===== config.mk =====
export PLATFORM = sky130hd
export DESIGN_NAME = irq_arbiter
export DESIGN_NICKNAME = d
export VERILOG_FILES = /design/src/rtl/irq_arbiter_pkg.sv /design/src/rtl/irq_arbiter_pick.sv /design/src/rtl/irq_arbiter.sv
export SDC_FILE = /design/constraint.sdc
export NUM_CORES = 1
export LEC_CHECK = 0
export ABC_CLOCK_PERIOD_IN_PS = 2900
export CAP_MARGIN = 20
export CORE_ASPECT_RATIO = 0.5
export CORE_UTILIZATION = 40
export DETAILED_ROUTE_END_ITERATION = 7
export PLACE_DENSITY = 0.83
export RECOVER_POWER = 25
export SETUP_SLACK_MARGIN = 0.2
export SLEW_MARGIN = 10
export SYNTH_ARGS = -nofsm -noshare
export SYNTH_HDL_FRONTEND = slang
export SYNTH_SLANG_ARGS = --single-unit

===== constraint.sdc =====
create_clock -name clk -period 2.9 [get_ports clk]
set_clock_uncertainty 0.05 [all_clocks]
set_input_delay 0.435 -clock clk [delete_from_list [all_inputs] [get_ports clk]]
set_output_delay 0.435 -clock clk [all_outputs]
set_load 0.01 [all_outputs]

===== src/rtl/irq_arbiter_pkg.sv =====
// rtl/irq_arbiter_pkg.sv - register offsets and FSM encodings for irq_arbiter
package irq_arbiter_pkg;

  localparam logic [1:0] IRQ_MASK = 2'd0;
  localparam logic [1:0] IRQ_PEND = 2'd1;
  localparam logic [1:0] IRQ_MODE = 2'd2;
  localparam logic [1:0] IRQ_CUR  = 2'd3;

  typedef enum logic [1:0] {
    IRQ_IDLE = 2'd0,
    IRQ_REQ  = 2'd1,
    IRQ_SVC  = 2'd2
  } irq_state_t;

endpackage


===== src/rtl/irq_arbiter_pick.sv =====
// rtl/irq_arbiter_pick.sv - combinational winner picker; IRQ_ROUND_ROBIN_EN selects round-robin,
// otherwise lowest index wins and ptr is ignored.
module irq_arbiter_pick #(
  parameter int N_SRC = 6,
  parameter int ID_W  = 3
) (
  input  logic [N_SRC-1:0] req,
  input  logic [ID_W-1:0]  ptr,
  output logic             valid,
  output logic [ID_W-1:0]  id
);

`ifdef IRQ_ROUND_ROBIN_EN
  // Distance 0 is the source right after ptr; the smallest distance wins.
  always_comb begin : pick_rr
    int best;
    int d;
    best  = N_SRC;
    d     = 0;
    valid = 1'b0;
    id    = '0;
    for (int i = 0; i < N_SRC; i++) begin
      d = (i + N_SRC - 1 - int'(ptr)) % N_SRC;
      if (req[i] && d < best) begin
        best  = d;
        valid = 1'b1;
        id    = ID_W'(i);
      end
    end
  end
`else
  logic unused_ptr;
  assign unused_ptr = ^ptr;

  always_comb begin
    valid = |req;
    id    = '0;
    for (int i = N_SRC - 1; i >= 0; i--) begin
      if (req[i]) id = ID_W'(i);
    end
  end
`endif

endmodule


===== src/rtl/irq_arbiter.sv =====
// rtl/irq_arbiter.sv - memory-mapped interrupt arbiter driving cpu hwInt; optional IRQ_ROUND_ROBIN_EN
// switches the picker from fixed priority to round-robin.
module irq_arbiter
  import irq_arbiter_pkg::*;
#(
  parameter int N_SRC = 6,
  parameter int ID_W  = 3
) (
  input  logic             clk,
  input  logic             reset,
  input  logic [N_SRC-1:0] src_irq,
  input  logic [29:0]      Addr,
  input  logic             WE,
  input  logic [31:0]      Din,
  output logic [31:0]      Dout,
  input  logic             ack,
  output logic [N_SRC-1:0] irq_vec,
  output logic [ID_W-1:0]  cur_id
);

  irq_state_t       state;
  logic [N_SRC-1:0] mask, mode, pend, src_q;
  logic [ID_W-1:0]  grant;
  logic [ID_W-1:0]  ptr;
  logic             pick_valid;
  logic [ID_W-1:0]  pick_id;

  logic [N_SRC-1:0] din_bits, mask_nxt, pend_nxt, rise, w1c, ack_clr;
  logic             wr_mask, wr_pend, wr_mode, wr_cur, ack_now;

  logic unused_bits;
  assign unused_bits = ^{Addr[29:4], Addr[1:0], Din[31:N_SRC]};

  assign din_bits = Din[N_SRC-1:0];
  assign wr_mask  = WE && (Addr[3:2] == IRQ_MASK);
  assign wr_pend  = WE && (Addr[3:2] == IRQ_PEND);
  assign wr_mode  = WE && (Addr[3:2] == IRQ_MODE);
  assign wr_cur   = WE && (Addr[3:2] == IRQ_CUR);
  assign ack_now  = (state == IRQ_REQ) && ack;

  assign mask_nxt = wr_mask ? din_bits : mask;
  assign rise     = src_irq & ~src_q;
  assign w1c      = wr_pend ? din_bits : '0;
  assign ack_clr  = ack_now ? (N_SRC'(1) << grant) : '0;
  // Edge bits: a new rising edge beats any clear in the same cycle. Level bits track src_q.
  assign pend_nxt = (mode & ((pend & ~w1c & ~ack_clr) | rise)) | (~mode & src_irq);

  irq_arbiter_pick #(.N_SRC(N_SRC), .ID_W(ID_W)) u_pick (
    .req   (pend & mask),
    .ptr   (ptr),
    .valid (pick_valid),
    .id    (pick_id)
  );

`ifdef IRQ_ROUND_ROBIN_EN
  always_ff @(posedge clk) begin
    if (reset)        ptr <= ID_W'(N_SRC - 1);
    else if (ack_now) ptr <= grant;
  end
`else
  assign ptr = '0;
`endif

  always_ff @(posedge clk) begin
    if (reset) begin
      state   <= IRQ_IDLE;
      mask    <= '0;
      mode    <= '0;
      pend    <= '0;
      src_q   <= '0;
      grant   <= '0;
      irq_vec <= '0;
    end else begin
      src_q <= src_irq;
      mask  <= mask_nxt;
      pend  <= pend_nxt;
      if (wr_mode) mode <= din_bits;
      case (state)
        IRQ_IDLE: if (pick_valid) begin
          state   <= IRQ_REQ;
          grant   <= pick_id;
          irq_vec <= N_SRC'(1) << pick_id;
        end
        IRQ_REQ: if (ack) begin
          state   <= IRQ_SVC;
          irq_vec <= '0;
        end else if (!mask_nxt[grant]) begin
          state   <= IRQ_IDLE;
          grant   <= '0;
          irq_vec <= '0;
        end
        IRQ_SVC: if (wr_cur) begin
          state <= IRQ_IDLE;
          grant <= '0;
        end
        default: begin
          state   <= IRQ_IDLE;
          grant   <= '0;
          irq_vec <= '0;
        end
      endcase
    end
  end

  assign cur_id = grant;

  always_comb begin
    Dout = '0;
    case (Addr[3:2])
      IRQ_MASK: Dout[N_SRC-1:0] = mask;
      IRQ_PEND: Dout[N_SRC-1:0] = pend;
      IRQ_MODE: Dout[N_SRC-1:0] = mode;
      default: begin
        Dout[31]       = (state != IRQ_IDLE);
        Dout[ID_W-1:0] = grant;
      end
    endcase
  end

endmodule

==> impl_metrics.csv, run 1 <==
group,metric,value,unit
outcome,status,"finished clean",
min_path,hp-start,"irq_vec[3]",
timing,slew_headroom,0.447,
power_and_ir_drop,p_clk_frac,0.330,
timing,setup_tns,0,ps
finish,layout.nets,332,
power_and_ir_drop,netSwitchingPower,0.297,mW
clock_network,cts_inserted_buffers,5,
finish,fillCellCount,407,
drt,viasPerCell,5.37,
power_and_ir_drop,vdd_drop_max,0.176,mV
yosys,synth_commonest_cells,"dfxtp_1, nand2_1, buf_4",
min_path,hold_depth,2,
global_route,first_global_vias,1584,
clock_network,clk_pin_slew,70,ps
drt,wl_per_cell,14.8,um
min_path,hp-class,"flip-flop to flip-flop",
clock_network,hold_buffers,0,
drt,drt_iter0_markers,197,
drt,routed_wirelength,4.81,mm
drt,firstDrtPassIters,4,
critical_path,critPathLaunch,"Addr[3]",
finish,drive_above_1_share,0.0885,
yosys,syn_inst,223,
yosys,async_flop_share,0,
timing,tightest_slew,830,ps
yosys,ys.flop_type,"dfxtp_1",
global_route,grt_overflow,0,
finish,antennaDiodeCount,0,
die,die_y,51.8,um
critical_path,cp-start-kind,"input port",
drt,vias,1751,
yosys,syn-cell-area,0.00198,mm2
critical_path,crit_type,"input port to output port",
yosys,yosys.area.top_type,"dfxtp_1",
clock_network,clock_path_buffers,2,
clock_network,clockRootBuffer,"clkbuf_8",
global_route,grt_usage,0.190,
drt,postRouteAntennaNets,0,
drt,wl_met3,503,um
die,io_pins,113,
timing,fmax,383,MHz
timing,hold_viol,0,
critical_path,r2r_cells,5,
yosys,yosysWarnings,0,
clock_network,cts_max_level,2,
power_and_ir_drop,switching_share,0.276,
place,io_buffers,33,
clock_network,cts_setup_buffers,0,
timing,setup_violations,0,
drt,drt-met1-wl,2.06,mm
global_route,grt_antenna_before_repair,0,
yosys,ys_seq_area_frac,0.354,
critical_path,end_kind,"output port",
yosys,yosysTopAreaCellShare,0.354,
drt,drc,0,
timing,period_share,0.900,
clock_network,cts_tree,"yes",
die,row_count,17,
place,placed_cells,319,
place,hpwl,3.44,mm
timing,rsz0062_at_grt,"false",
finish,stdcell_count,326,
die,die_w,102,um
global_route,grt_pass1_wl,7.58,mm
finish,syn2layout_area_growth,20.8,%
critical_path,required,2410,ps
place,place_congestion,0.858,
yosys,syn_area_per_cell,8.88,um2
power_and_ir_drop,p_leak,0.892,nW
power_and_ir_drop,power-per-cell-area,450,mW/mm2
yosys,synth_edf_count,0,
critical_path,timing.rr.start,"cur_id[0]",
drt,met2WireLength,2.17,mm
yosys,synthDistinctLibCells,43,
critical_path,crit_fanout,5,
die,dieArea,0.00525,mm2
die,start_util,0.433,
power_and_ir_drop,combPwrFrac,0.177,
yosys,synth_area_leaders,"dfxtp_1, buf_4, mux2i_1",
die,core-area,0.00457,mm2
timing,drv_slew,0,
drt,top_layer_used,"met4",
global_route,grt_max_degree,20,
clock_network,insertion_delay,290,ps
yosys,synth_most_common_cell,"dfxtp_1",
timing,period_minus_slack,2610,ps
flow_run,cap_violations,0,
critical_path,critPathArrivalTime,2130,ps
power_and_ir_drop,intPower,0.780,mW
power_and_ir_drop,pwr-share-seq,0.492,
clock_network,cts.sinks,35,
yosys,ys_ff_latch,35,
[metrics by stage]
stage	power, mW	area, um2	hold slack (ps)	utilization	setup WS, ps
2_1_floorplan	0.673	2070	396	-	940
3_3_place_gp	0.723	2310	409	0.506	206
3_5_place_dp	0.729	2310	418	0.506	194
4_1_cts	1.08	2400	434	0.525	312
5_1_grt	1.12	2390	461	0.523	259
6_report	1.08	2390	428	0.523	289
[layout make-up]
cell class                 count  area (um2)  area share
tap                           66        82.6      0.0345
timing repair buffer          42         389       0.163
multi-input combinational    169        1110       0.462
sequential                    35         701       0.293
clock buffer                   6        82.6      0.0345
inverter                       7        26.3      0.0110
clock inverter                 1        5.00     0.00209
[registers in the layout (all words and copies together), names as in the netlist]
| signal | cells |
|---|---|
| irq_vec | 6 |
| mask | 6 |
| mode | 6 |
| pend | 6 |
| src_q | 6 |
| cur_id | 3 |
| state | 2 |
[what timing repair did]
item                                    in CTS  in global routing
endpoints found under the setup margin       2                  0
endpoints found under the hold margin        0                  0
resized for setup                            1                  0
[routing by layer]
layer / track usage / vias up
met3: 0.0605 / 11
met4: 0.0556 / 0
met5: 0 / -
met1: 0.243 / 804
met2: 0.309 / 117
li1: - / 819
[cell usage in the layout, fill, tap and decap left out, types with 6 or more instances in the layout]
master / count
dfxtp_1: 35
a21oi_1: 6
clkbuf_8: 6
nand2_1: 28
o21ai_0: 9
mux2i_1: 14
buf_4: 7
conb_1: 25
nor2_1: 14
a22o_1: 7
clkdlybuf4s50_1: 27
inv_1: 7
a211oi_1: 6
nor2b_1: 10
[cell families (layout without fill, tap and decap cells)]
logic type             after synthesis  after routing  share of synthesized area
flip-flops                          35             35                      0.354
other                                1             25                    0.00189
buffers and inverters               43             56                      0.133
AND/OR/NAND/NOR                     78             78                      0.203
AO/OA/AOI/OAI                       47             47                      0.190
multiplexers                        19             19                      0.118
[power groups by stage]
stage	combinational, mW	sequential, mW	clock (mW)
floorplan	0.143	0.530	0
global placement	0.186	0.537	0
detailed placement	0.190	0.539	0
CTS	0.191	0.528	0.363
global route	0.205	0.532	0.388
finish	0.191	0.530	0.356
[critical path: stages]
cell and delay (ps):
clkdlybuf4s50_1 590, nor2b_1 330, nand2_1 80, o21ai_0 100, clkdlybuf4s50_1 580
[path summary, 6_finish.rpt]
check               end  slack [ps]
min          irq_vec[3]         430
max             Dout[3]         290
min reg2reg  irq_vec[3]         430
max reg2reg  irq_vec[0]         640
(Power assumes the default switching activity.)
==> run 2: changes to the inputs <==
CORE_ASPECT_RATIO = 2   (was 0.5)
==> run 2 against run 1 <==
Power rose by 9.2%. Die area barely moved. Non-clock buffer count did not move. Setup slack improved by 2.2 ps. Global-route usage rose by 0.91 points. Largest power group unchanged. Largest cell class unchanged.
==> impl_metrics.csv, run 2 (synthesis gave the netlist of run 1 again) <==
group,metric,value,unit
timing,period_share,0.900,
drt,routed_wirelength,4.61,mm
global_route,met1_usage,0.191,
drt,viasPerCell,5.49,
drt,firstDrtPassIters,4,
critical_path,r2r_slack,630,ps
clock_network,cts_tree,"yes",
timing,drv_slew,0,
critical_path,critPathArrivalTime,2120,ps
die,core-area,0.00469,mm2
flow_run,cap_violations,0,
finish,final_cell_mix,"dfxtp_1, nand2_1, clkdlybuf4s50_1, conb_1",
place,placed_cells,308,
power_and_ir_drop,p_total,1.18,mW
finish,syn2layout_area_growth,22.4,%
critical_path,crit_path_cell_trace,"clkdlybuf4s50_1, nor2b_1, nand2_1, o21ai_0, clkdlybuf4s50_1",
global_route,grt_antenna_before_repair,0,
global_route,first_global_vias,1623,
die,row_count,35,
finish,antennaDiodeCount,0,
global_route,grt_overflow,0,
global_route,use_met3,0.0450,
critical_path,slowest_stage,"clkdlybuf4s50_1",
die,start_util,0.423,
finish,stdcell_count,316,
clock_network,cts.sinks,35,
die,io_pins,113,
timing,setup_violations,0,
critical_path,r2r_cells,5,
power_and_ir_drop,p_leak,0.921,nW
critical_path,required,2410,ps
timing,slew_headroom,0.376,
finish,final_common_cell,"dfxtp_1",
min_path,hold_depth,3,
timing,hold_viol,0,
timing,setup_tns,0,ps
finish,layout.nets,332,
drt,drc,0,
critical_path,critPathBufInv,2,
critical_path,crit_type,"input port to output port",
critical_path,worst_r2r_endpoint,"irq_vec[0]",
min_path,hp-class,"flip-flop to flip-flop",
drt,drt_iter0_markers,48,
clock_network,insertion_delay,290,ps
clock_network,clk_pin_slew,70,ps
critical_path,path_delay_family,"buffers and inverters",
timing,fmax,383,MHz
timing,period_minus_slack,2610,ps
die,die_w,51.8,um
critical_path,crit_fanout,6,
global_route,grt_pass1_wl,7.67,mm
global_route,grt_max_degree,22,
timing,tightest_slew,935,ps
critical_path,cp.depth,5,
place,hpwl,3.54,mm
critical_path,timing.rr.start,"cur_id[0]",
outcome,status,"finished clean",
clock_network,hold_buffers,0,
clock_network,cts_max_level,2,
die,dieArea,0.00525,mm2
place,place_congestion,0.955,
timing,rsz0062_at_grt,"true",
critical_path,cp_slowest_stage_delay,580,ps
power_and_ir_drop,power-per-cell-area,485,mW/mm2
global_route,grt_usage,0.199,
global_route,use_met2,0.376,
clock_network,cts_inserted_buffers,5,
clock_network,clockRootBuffer,"clkbuf_8",
critical_path,crit_top_cell,"clkdlybuf4s50_1",
clock_network,clock_path_buffers,2,
place,io_buffers,33,
power_and_ir_drop,vdd_drop_max,0.313,mV
finish,drive_above_1_share,0.0920,
critical_path,cp-start-kind,"input port",
min_path,hp-start,"src_q[2]",
global_route,busiest_layer,"met2",
die,die_y,102,um
drt,vias,1736,
critical_path,end_kind,"output port",
min_path,min_to,"pend[2]",
drt,wl_per_cell,14.6,um
drt,postRouteAntennaNets,0,
==> run 2: cell types whose count changed in the layout (fill, tap and decap cells not counted) <==
cell,delta
buf_12,+1
dlymetal6s2s_1,+1
buf_4,-1
dlygate4sd2_1,-1
bufinv_16,+1
==> run 2: worst reg2reg max path, cell delays in order, from the launching register on <==
cell and delay (ps):
dfxtp_1 760, mux2i_1 330, a211oi_1 120, a21o_1 240, a41oi_4 330, mux2_4 330
==> run 2: where the power goes <==
group	internal [mW]	leakage, nW	switching, mW
Clock	0.278	0.0612	0.175
Sequential	0.504	0.287	0.0250
Combinational	0.0925	0.573	0.101
Total	0.874	0.921	0.301
==> run 2: how the worst max path moves through the flow <==
stage | start | end
finish | Addr[3] | Dout[4]
global route | Addr[3] | Dout[4]
CTS | Addr[2] | Dout[1]
detailed placement | Addr[3] | irq_vec[0]
global placement | Addr[3] | irq_vec[0]
floorplan | cur_id[1] | irq_vec[0]
==> run 2: what timing repair did <==
action                                  in CTS  in global routing
endpoints found under the setup margin       0                  4
endpoints found under the hold margin        0                  0
gates resized for setup                      0                  1
buffers inserted                             0                  0
==> run 2: metrics by stage <==
step	setup WS (ps)	utilization	instance area [um2]	hold slack [ps]
4_1_cts	225	0.519	2430	432
6_report	291	0.517	2420	426
5_1_grt	161	0.517	2420	436
3_5_place_dp	201	0.493	2310	416
2_1_floorplan	940	-	2070	396
3_3_place_gp	230	0.493	2310	408
==> run 2: area by class of cell <==
type | instances | area [um2]
fill | 425 | 2260
timing repair buffer | 42 | 405
inverter | 7 | 26.3
multi-input combinational | 169 | 1110
clock inverter | 2 | 35.0
sequential | 35 | 701
tap | 55 | 68.8
clock buffer | 6 | 82.6
==> run 2: layer usage <==
layer  share of wire  up-vias
met5               0        -
met4           0.022        0
met3           0.047        8
met2            0.56       81
met1            0.37      824
li1                -      823
